`src/rtl/pll_lock_sequencer.sv`:
```
// Turns the asynchronous PLL lock flag into a debounced, synchronous active-low
// reset for the PLL output clock domain, with lock-loss detection and a debug counter.
module pll_lock_sequencer #(
    parameter int SYNC_STAGES   = 2,
    parameter int STABLE_CYCLES = 1024,
    parameter int HOLD_CYCLES   = 16,
    parameter int CNT_W         = 8
) (
    input  logic             clock,
    input  logic             resetn,
    input  logic             locked_in,
    input  logic             clear_count,
    output logic             user_reset_n,
    output logic             ready,
    output logic             lock_lost,
    output logic [CNT_W-1:0] loss_count,
    output logic [1:0]       state
);

    localparam int MAX_CYCLES = (STABLE_CYCLES > HOLD_CYCLES) ? STABLE_CYCLES : HOLD_CYCLES;
    localparam int PHASE_W    = $clog2(MAX_CYCLES) + 1;

    localparam logic [PHASE_W-1:0] STABLE_LAST = PHASE_W'(STABLE_CYCLES - 1);
    localparam logic [PHASE_W-1:0] HOLD_LAST   = PHASE_W'(HOLD_CYCLES - 1);
    localparam logic [PHASE_W-1:0] PHASE_ONE   = PHASE_W'(1);
    localparam logic [CNT_W-1:0]   COUNT_MAX   = '1;
    localparam logic [CNT_W-1:0]   COUNT_ONE   = CNT_W'(1);

    typedef enum logic [1:0] {
        WAIT_LOCK = 2'd0,
        STABILISE = 2'd1,
        HOLD      = 2'd2,
        RUN       = 2'd3
    } state_t;

    logic [SYNC_STAGES-1:0] sync_chain;
    logic                   locked_sync;
    state_t                 cur_state;
    state_t                 next_state;
    logic [PHASE_W-1:0]     phase_cnt;
    logic [PHASE_W-1:0]     next_phase_cnt;
    logic                   loss_event;

    always_ff @(posedge clock) begin
        if (!resetn) begin
            sync_chain <= '0;
        end else begin
            sync_chain <= {sync_chain[SYNC_STAGES-2:0], locked_in};
        end
    end

    assign locked_sync = sync_chain[SYNC_STAGES-1];

    always_ff @(posedge clock) begin
        if (!resetn) begin
            cur_state <= WAIT_LOCK;
            phase_cnt <= '0;
        end else begin
            cur_state <= next_state;
            phase_cnt <= next_phase_cnt;
        end
    end

    // Any low seen on the synchronised lock restarts the whole sequence; only a
    // drop while in RUN counts as a loss event.
    always_comb begin
        next_state     = cur_state;
        next_phase_cnt = phase_cnt;
        loss_event     = 1'b0;
        case (cur_state)
            WAIT_LOCK: begin
                next_phase_cnt = '0;
                if (locked_sync) begin
                    next_state = STABILISE;
                end
            end
            STABILISE: begin
                if (!locked_sync) begin
                    next_state     = WAIT_LOCK;
                    next_phase_cnt = '0;
                end else if (phase_cnt == STABLE_LAST) begin
                    next_state     = HOLD;
                    next_phase_cnt = '0;
                end else begin
                    next_phase_cnt = phase_cnt + PHASE_ONE;
                end
            end
            HOLD: begin
                if (!locked_sync) begin
                    next_state     = WAIT_LOCK;
                    next_phase_cnt = '0;
                end else if (phase_cnt == HOLD_LAST) begin
                    next_state     = RUN;
                    next_phase_cnt = '0;
                end else begin
                    next_phase_cnt = phase_cnt + PHASE_ONE;
                end
            end
            RUN: begin
                next_phase_cnt = '0;
                if (!locked_sync) begin
                    next_state = WAIT_LOCK;
                    loss_event = 1'b1;
                end
            end
            default: begin
                next_state     = WAIT_LOCK;
                next_phase_cnt = '0;
            end
        endcase
    end

    // A clear coinciding with a loss keeps that loss, so the count lands on one.
    always_ff @(posedge clock) begin
        if (!resetn) begin
            lock_lost  <= 1'b0;
            loss_count <= '0;
        end else begin
            lock_lost <= loss_event;
            if (clear_count) begin
                loss_count <= loss_event ? COUNT_ONE : '0;
            end else if (loss_event && (loss_count != COUNT_MAX)) begin
                loss_count <= loss_count + COUNT_ONE;
            end
        end
    end

    assign user_reset_n = (cur_state == RUN);
    assign ready        = (cur_state == RUN);
    assign state        = cur_state;

endmodule

```
`config.mk`:
```
export PLATFORM = sky130hd
export DESIGN_NAME = pll_lock_sequencer
export DESIGN_NICKNAME = d
export VERILOG_FILES = /design/src/rtl/pll_lock_sequencer.sv
export SDC_FILE = /design/constraint.sdc
export NUM_CORES = 1
export LEC_CHECK = 0
export ABC_AREA = 1
export BUFFER_PORTS_ARGS = -buffer_cell sky130_fd_sc_hd__buf_4
export CAP_MARGIN = 30
export CORE_MARGIN = 2
export CORE_UTILIZATION = 30
export DETAILED_ROUTE_END_ITERATION = 7
export PLACE_DENSITY = 0.58
export SETUP_SLACK_MARGIN = 0.2
export SLEW_MARGIN = 25
export SYNTH_ARGS = -nofsm -noshare
export SYNTH_HDL_FRONTEND = slang
export SYNTH_SLANG_ARGS = --single-unit
```
`constraint.sdc`:
```
create_clock -name clock -period 1.5 [get_ports clock]
set_input_delay 0.075 -clock clock [delete_from_list [all_inputs] [get_ports clock]]
set_output_delay 0.075 -clock clock [all_outputs]
set_load 0.02 [all_outputs]
```
## Word-level counts from Yosys, hierarchy flattened

Index checks and enable logic that the tools add are counted.

| word-level totals | value |
|---|---|
| register bits after elaboration | 24 |
| bits of input ports | 4 |
| output and inout bits | 13 |
| word-level logic and storage cells | 39 |

| cells by class | value |
|---|---|
| add/sub/neg operators | 2 |
| equal/unequal tests | 10 |
| muxes and demuxes | 17 |
| reductions and logical operators | 5 |

Operators by type and width:

| kind | number |
|---|---|
| two-way mux 11 bit | 4 |
| case mux 11 bit (3 select lines) | 1 |
| two-way mux 8 bit | 2 |
| two-way mux 2 bit | 6 |
| adder 11 x 1 -> 11 bit, second input constant | 1 |
| == test 11 x 10 -> 1 bit, second input constant | 1 |
| == test 11 x 4 -> 1 bit, second input constant | 1 |
| adder 8 x 1 -> 8 bit, second input constant | 1 |
| inequality test 8 bit, second input constant | 1 |
| case mux 2 bit (4 select lines) | 1 |
| inequality test 3 bit, second input constant | 2 |
| == test 2 bit, second input constant | 2 |
| inequality test 2 bit, second input constant | 2 |
| AND reduction 4 bit | 1 |
| two-way mux 1 bit | 3 |
| == test 2 x 1 -> 1 bit, second input constant | 1 |
| logical NOT 2 bit | 1 |
| nonzero test 2 bit | 1 |
| OR reduction 2 bit | 1 |
| logical AND 1 bit | 1 |

## Longest topological paths before layout

| depth | value |
|---|---|
| word-level depth | 5 |
| gate-level depth with buffers | 8 |
| depth with buffers taken out | 8 |

## Worst setup path before layout

No wires, ideal clock.

| timing | value |
|---|---|
| path type | reg-to-reg |
| start point | register loss_count[0] |
| end point | register loss_count[5] |
| library setup time | 115 ps |
| arrival time | 1,305 ps |
| required time | 1,385 ps |
| path slack | 80 ps |
| stages on the path, launching flop included | 9 |
| path buffers | 0 |
| clock period less this slack | 1,420 ps |
| cells stage by stage | dfxtp_1 -> ha_1 -> nand2_1 -> nor2_4 -> nand2_2 -> nand4_1 -> nor2_1 -> nor2_1 -> nor2_1 |

| on the way | value |
|---|---|
| word-level cells in the longest chain between the ends | 3 |
| elaborated cells on any way between the ends | 6 |
| those cells by class | 1 x add/sub; 1 x eq/ne; 2 x mux; 2 x reduce/logical |

Ends and longest elaborated chain:

| element | RTL line | source |
|---|---|---|
| from (decl) | 16 | `output logic [CNT_W-1:0] loss_count,` |
| from (signal assigned) | 121 | `loss_count <= loss_event ? COUNT_ONE : '0;` |
| from (signal assigned) | 123 | `loss_count <= loss_count + COUNT_ONE;` |
| adder 8 x 1 -> 8 bit or inequality test 8 bit (tied branches) | 123, 122 |  |
| two-way mux 8 bit or logical AND 1 bit (tied branches) | 122 | `end else if (loss_event && (loss_count != COUNT_MAX)) begin` |
| two-way mux 8 bit or nonzero test 2 bit (tied branches) | -- |  |

Several ways; a longest one is shown, not always the timed one. The select of a mux whose other input is x is not followed.
A chain may end at the register's enable or synchronous reset.

## Worst setup path after layout

| timing | value |
|---|---|
| start point | register phase_cnt[0] |
| end point | register phase_cnt[10] |

| on the way | value |
|---|---|
| word-level cells in the longest chain between the ends | 4 |
| elaborated cells on any way between the ends | 8 |
| those cells by class | 1 x add/sub; 2 x eq/ne; 5 x mux |

Ends and longest elaborated chain:

| element | RTL line | source |
|---|---|---|
| from (decl) | 40 | `logic [PHASE_W-1:0] phase_cnt;` |
| from (signal assigned) | 60 | `phase_cnt <= next_phase_cnt;` |
| adder 11 x 1 -> 11 bit, or another cell as far along | 85, 96 |  |
| two-way mux 11 bit, on equally long branches | 92, 81 |  |
| two-way mux 11 bit, on equally long branches | 89, 78 |  |
| case mux 11 bit (3 select lines) * | 70 | `case (cur_state)` |

Every way passes the cells marked *; elsewhere a longest branch is shown, timed or not.

==> metrics.cfg <==
[grt]
grt_pass1_wl_um=3910
antenna_found_initial=0
grt_start_max_net_pins=14
grt_pass1_vias=965
grt_overflow=0
track_usage_pct=11.5

[synth]
synth-seq-cells=24
synth_cells=160
synth.yosys.warnings=0
syn_area_um2=1160
yosys.area.top_type=dfxtp_1
syn-num-nets=166
ys_top_cells_by_area=dfxtp_1 (41%), nand2_1 (10%), nor2_1 (10%)
yosysSeqAreaShare_pct=41.3
synth_cell_types=26
syn_avg_cell_area_um2=7.27
synth_top_area_share_pct=41.3

[timing]
period_needed_ns=1.25
fin_skew_ns=0.00912
drv_slew=0
relSlewSlack_pct=79.7
hold_viol_final=0
rsz0062_at_grt=true
fmaxAchievable_mhz=803
worst_pin_slew_ns=0.304
fin_tns_setup_ns=0
period_share_pct=83.0
timing.hold.ws_ns=0.0715
finalSetupViolCount=0

[floorplanning]
die-area_um2=4390
die_w_um=66.3
initial_core_util_pct=31.5
io_pins=17
rows=22
coreArea_um2=3690
fp.dieH_um=66.3

[worst_setup_path]
arrival_ns=1.40
cp_max_fo=8
critPathKind=reg2reg
rrSetupSlack_ns=0.25
cp-start-kind=register
critPathRequiredTime_ns=1.65
setup.worst_path.end_class=register

[clock_tree]
clockRootBuffer=clkbuf_8
h-tree-depth=1
cts_inserted_buffers=3
cts_buffer_depth=2
path_clk_slew_ns=0.08
cts_tree=built
clk_latency_ns=0.27
clock_sinks=24

[place]
port_buffers=16
post-dp-hpwl_um=1670
place.gp.congestion=0.731

[detailed_routing]
final_antenna_net_count=0
vias_per_cell=4.45
wl_per_cell_um=9.85
drt-total-wl_um=2320
via_count=1051
drcViolationCount=0
drtIter0Drc=67
drt-pass1-iter-count=4

[finish]
syn_to_final_growth_pct=35.2
n_antenna_cell=0
nNetsFinal=195
layout-drive-gt1-share_pct=35.1
n_fill_cell=385

[job]
max_cap_violations=0

[power_and_ir_drop]
peakVddDrop_mv=0.554
power_uw=1080
power-per-cell-area_nw_per_um2=688
p_leak_uw=0.000613

[run_status]
status=complete, no violations

[min_path]
hold_class=in2reg

cell usage in the layout, fill, tap and decap left out, drive strengths merged, types with 2 or more instances in the layout:
cell	netlist	final
nor2	36	36
nand2	37	37
dfxtp	24	24
buf	1	24
ha	2	2
a21oi	7	7
inv	20	20
xnor2	2	2
clkbuf	0	4
nand3	11	11
nand4	3	3
o21ai	6	6
nor3	2	2
xor2	5	5
area by class of cell:
type                       instances  area [um^2]  area share [%]
timing repair buffer              25          203            12.9
inverter                          20         75.1            4.77
multi-input combinational        115          693            44.1
clock buffer                       4         45.0            2.86
sequential                        24          497            31.6
tap                               48         60.1            3.82
flip-flops by register name, indices dropped and copies added (netlist names):
name and count:
phase_cnt 11, loss_count 8, state 2, sync_chain 2, lock_lost 1
kinds of logic after synthesis:
group,Yosys count,synth area share [%]
flops,24,41.3
xor+xnor,7,5.27
simple gates,90,35.5
compound gates,16,8.71
buf+inv,21,7.10
fa+ha+maj,2,2.15
worst max-delay path, stage by stage, from the launching register on:
cell     delay (ns)
dfxtp_2        0.37
ha_4           0.16
nand3_4        0.10
nor2_2         0.12
nand2_1        0.07
nand2_2        0.08
nand2_2        0.08
nand2_4        0.12
a21oi_2        0.04
path summary, 6_finish.rpt:
check / cells after the start / to / from
max: 8 / phase_cnt[10]$_SDFF_PN0_ / phase_cnt[0]$_SDFF_PN0_
min: 3 / sync_chain[0]$_SDFF_PN0_ / resetn
max reg2reg: 8 / phase_cnt[10]$_SDFF_PN0_ / phase_cnt[0]$_SDFF_PN0_
min reg2reg: 2 / sync_chain[1]$_SDFF_PN0_ / sync_chain[0]$_SDFF_PN0_
Yosys cell counts:
library cell  instances
nand2_1              32
nor2_1               32
dfxtp_1              24
inv_1                18
nand3_1              10
a21oi_1               5
xor2_1                5
nand2_2               4
o21ai_0               4
nand4_1               3
nor2_4                3
ha_1                  2
inv_2                 2
nor3_1                2
o21ai_1               2
xnor2_1               2
a21oi_2               1
a21oi_4               1
a31oi_1               1
buf_4                 1
nand2_4               1
nand3_2               1
nand3b_1              1
nor2_2                1
o211ai_1              1
o21bai_1              1
through the flow:
stage	cell area, um^2	std cells	util [%]	setup WS (ns)
after floorplan	1170	160	-	0.201
after global routing	1570	236	42.6	0.138
after detailed placement	1350	224	36.6	0.115
after global placement	1350	224	36.6	0.133
final	1570	236	42.6	0.255
after CTS	1440	230	39.1	0.206
layer usage:
layer | up-vias | track usage [%] | part of all wire, %
met3 | 2 | 3.58 | 3.7
met4 | 0 | 3.57 | 0.65
li1 | 563 | - | -
met2 | 10 | 21.5 | 52
met5 | - | 0 | 0
met1 | 476 | 12.1 | 43
report_power, final:
| part | switching [uW] | internal [uW] |
|---|---|---|
| logic | 25.7 | 19.0 |
| clock network | 204 | 190 |
| registers | 4.84 | 639 |
| total | 235 | 848 |
what timing repair did:
action                                 4_1_cts  5_1_grt
setup endpoints to repair                   17       19
setup buffers                                1        6
resized for setup                            9       22
pin swaps                                    3       12
hold buffers                                 1        0
endpoints found under the hold margin        1        0
Power figures use the tool's default switching activity.
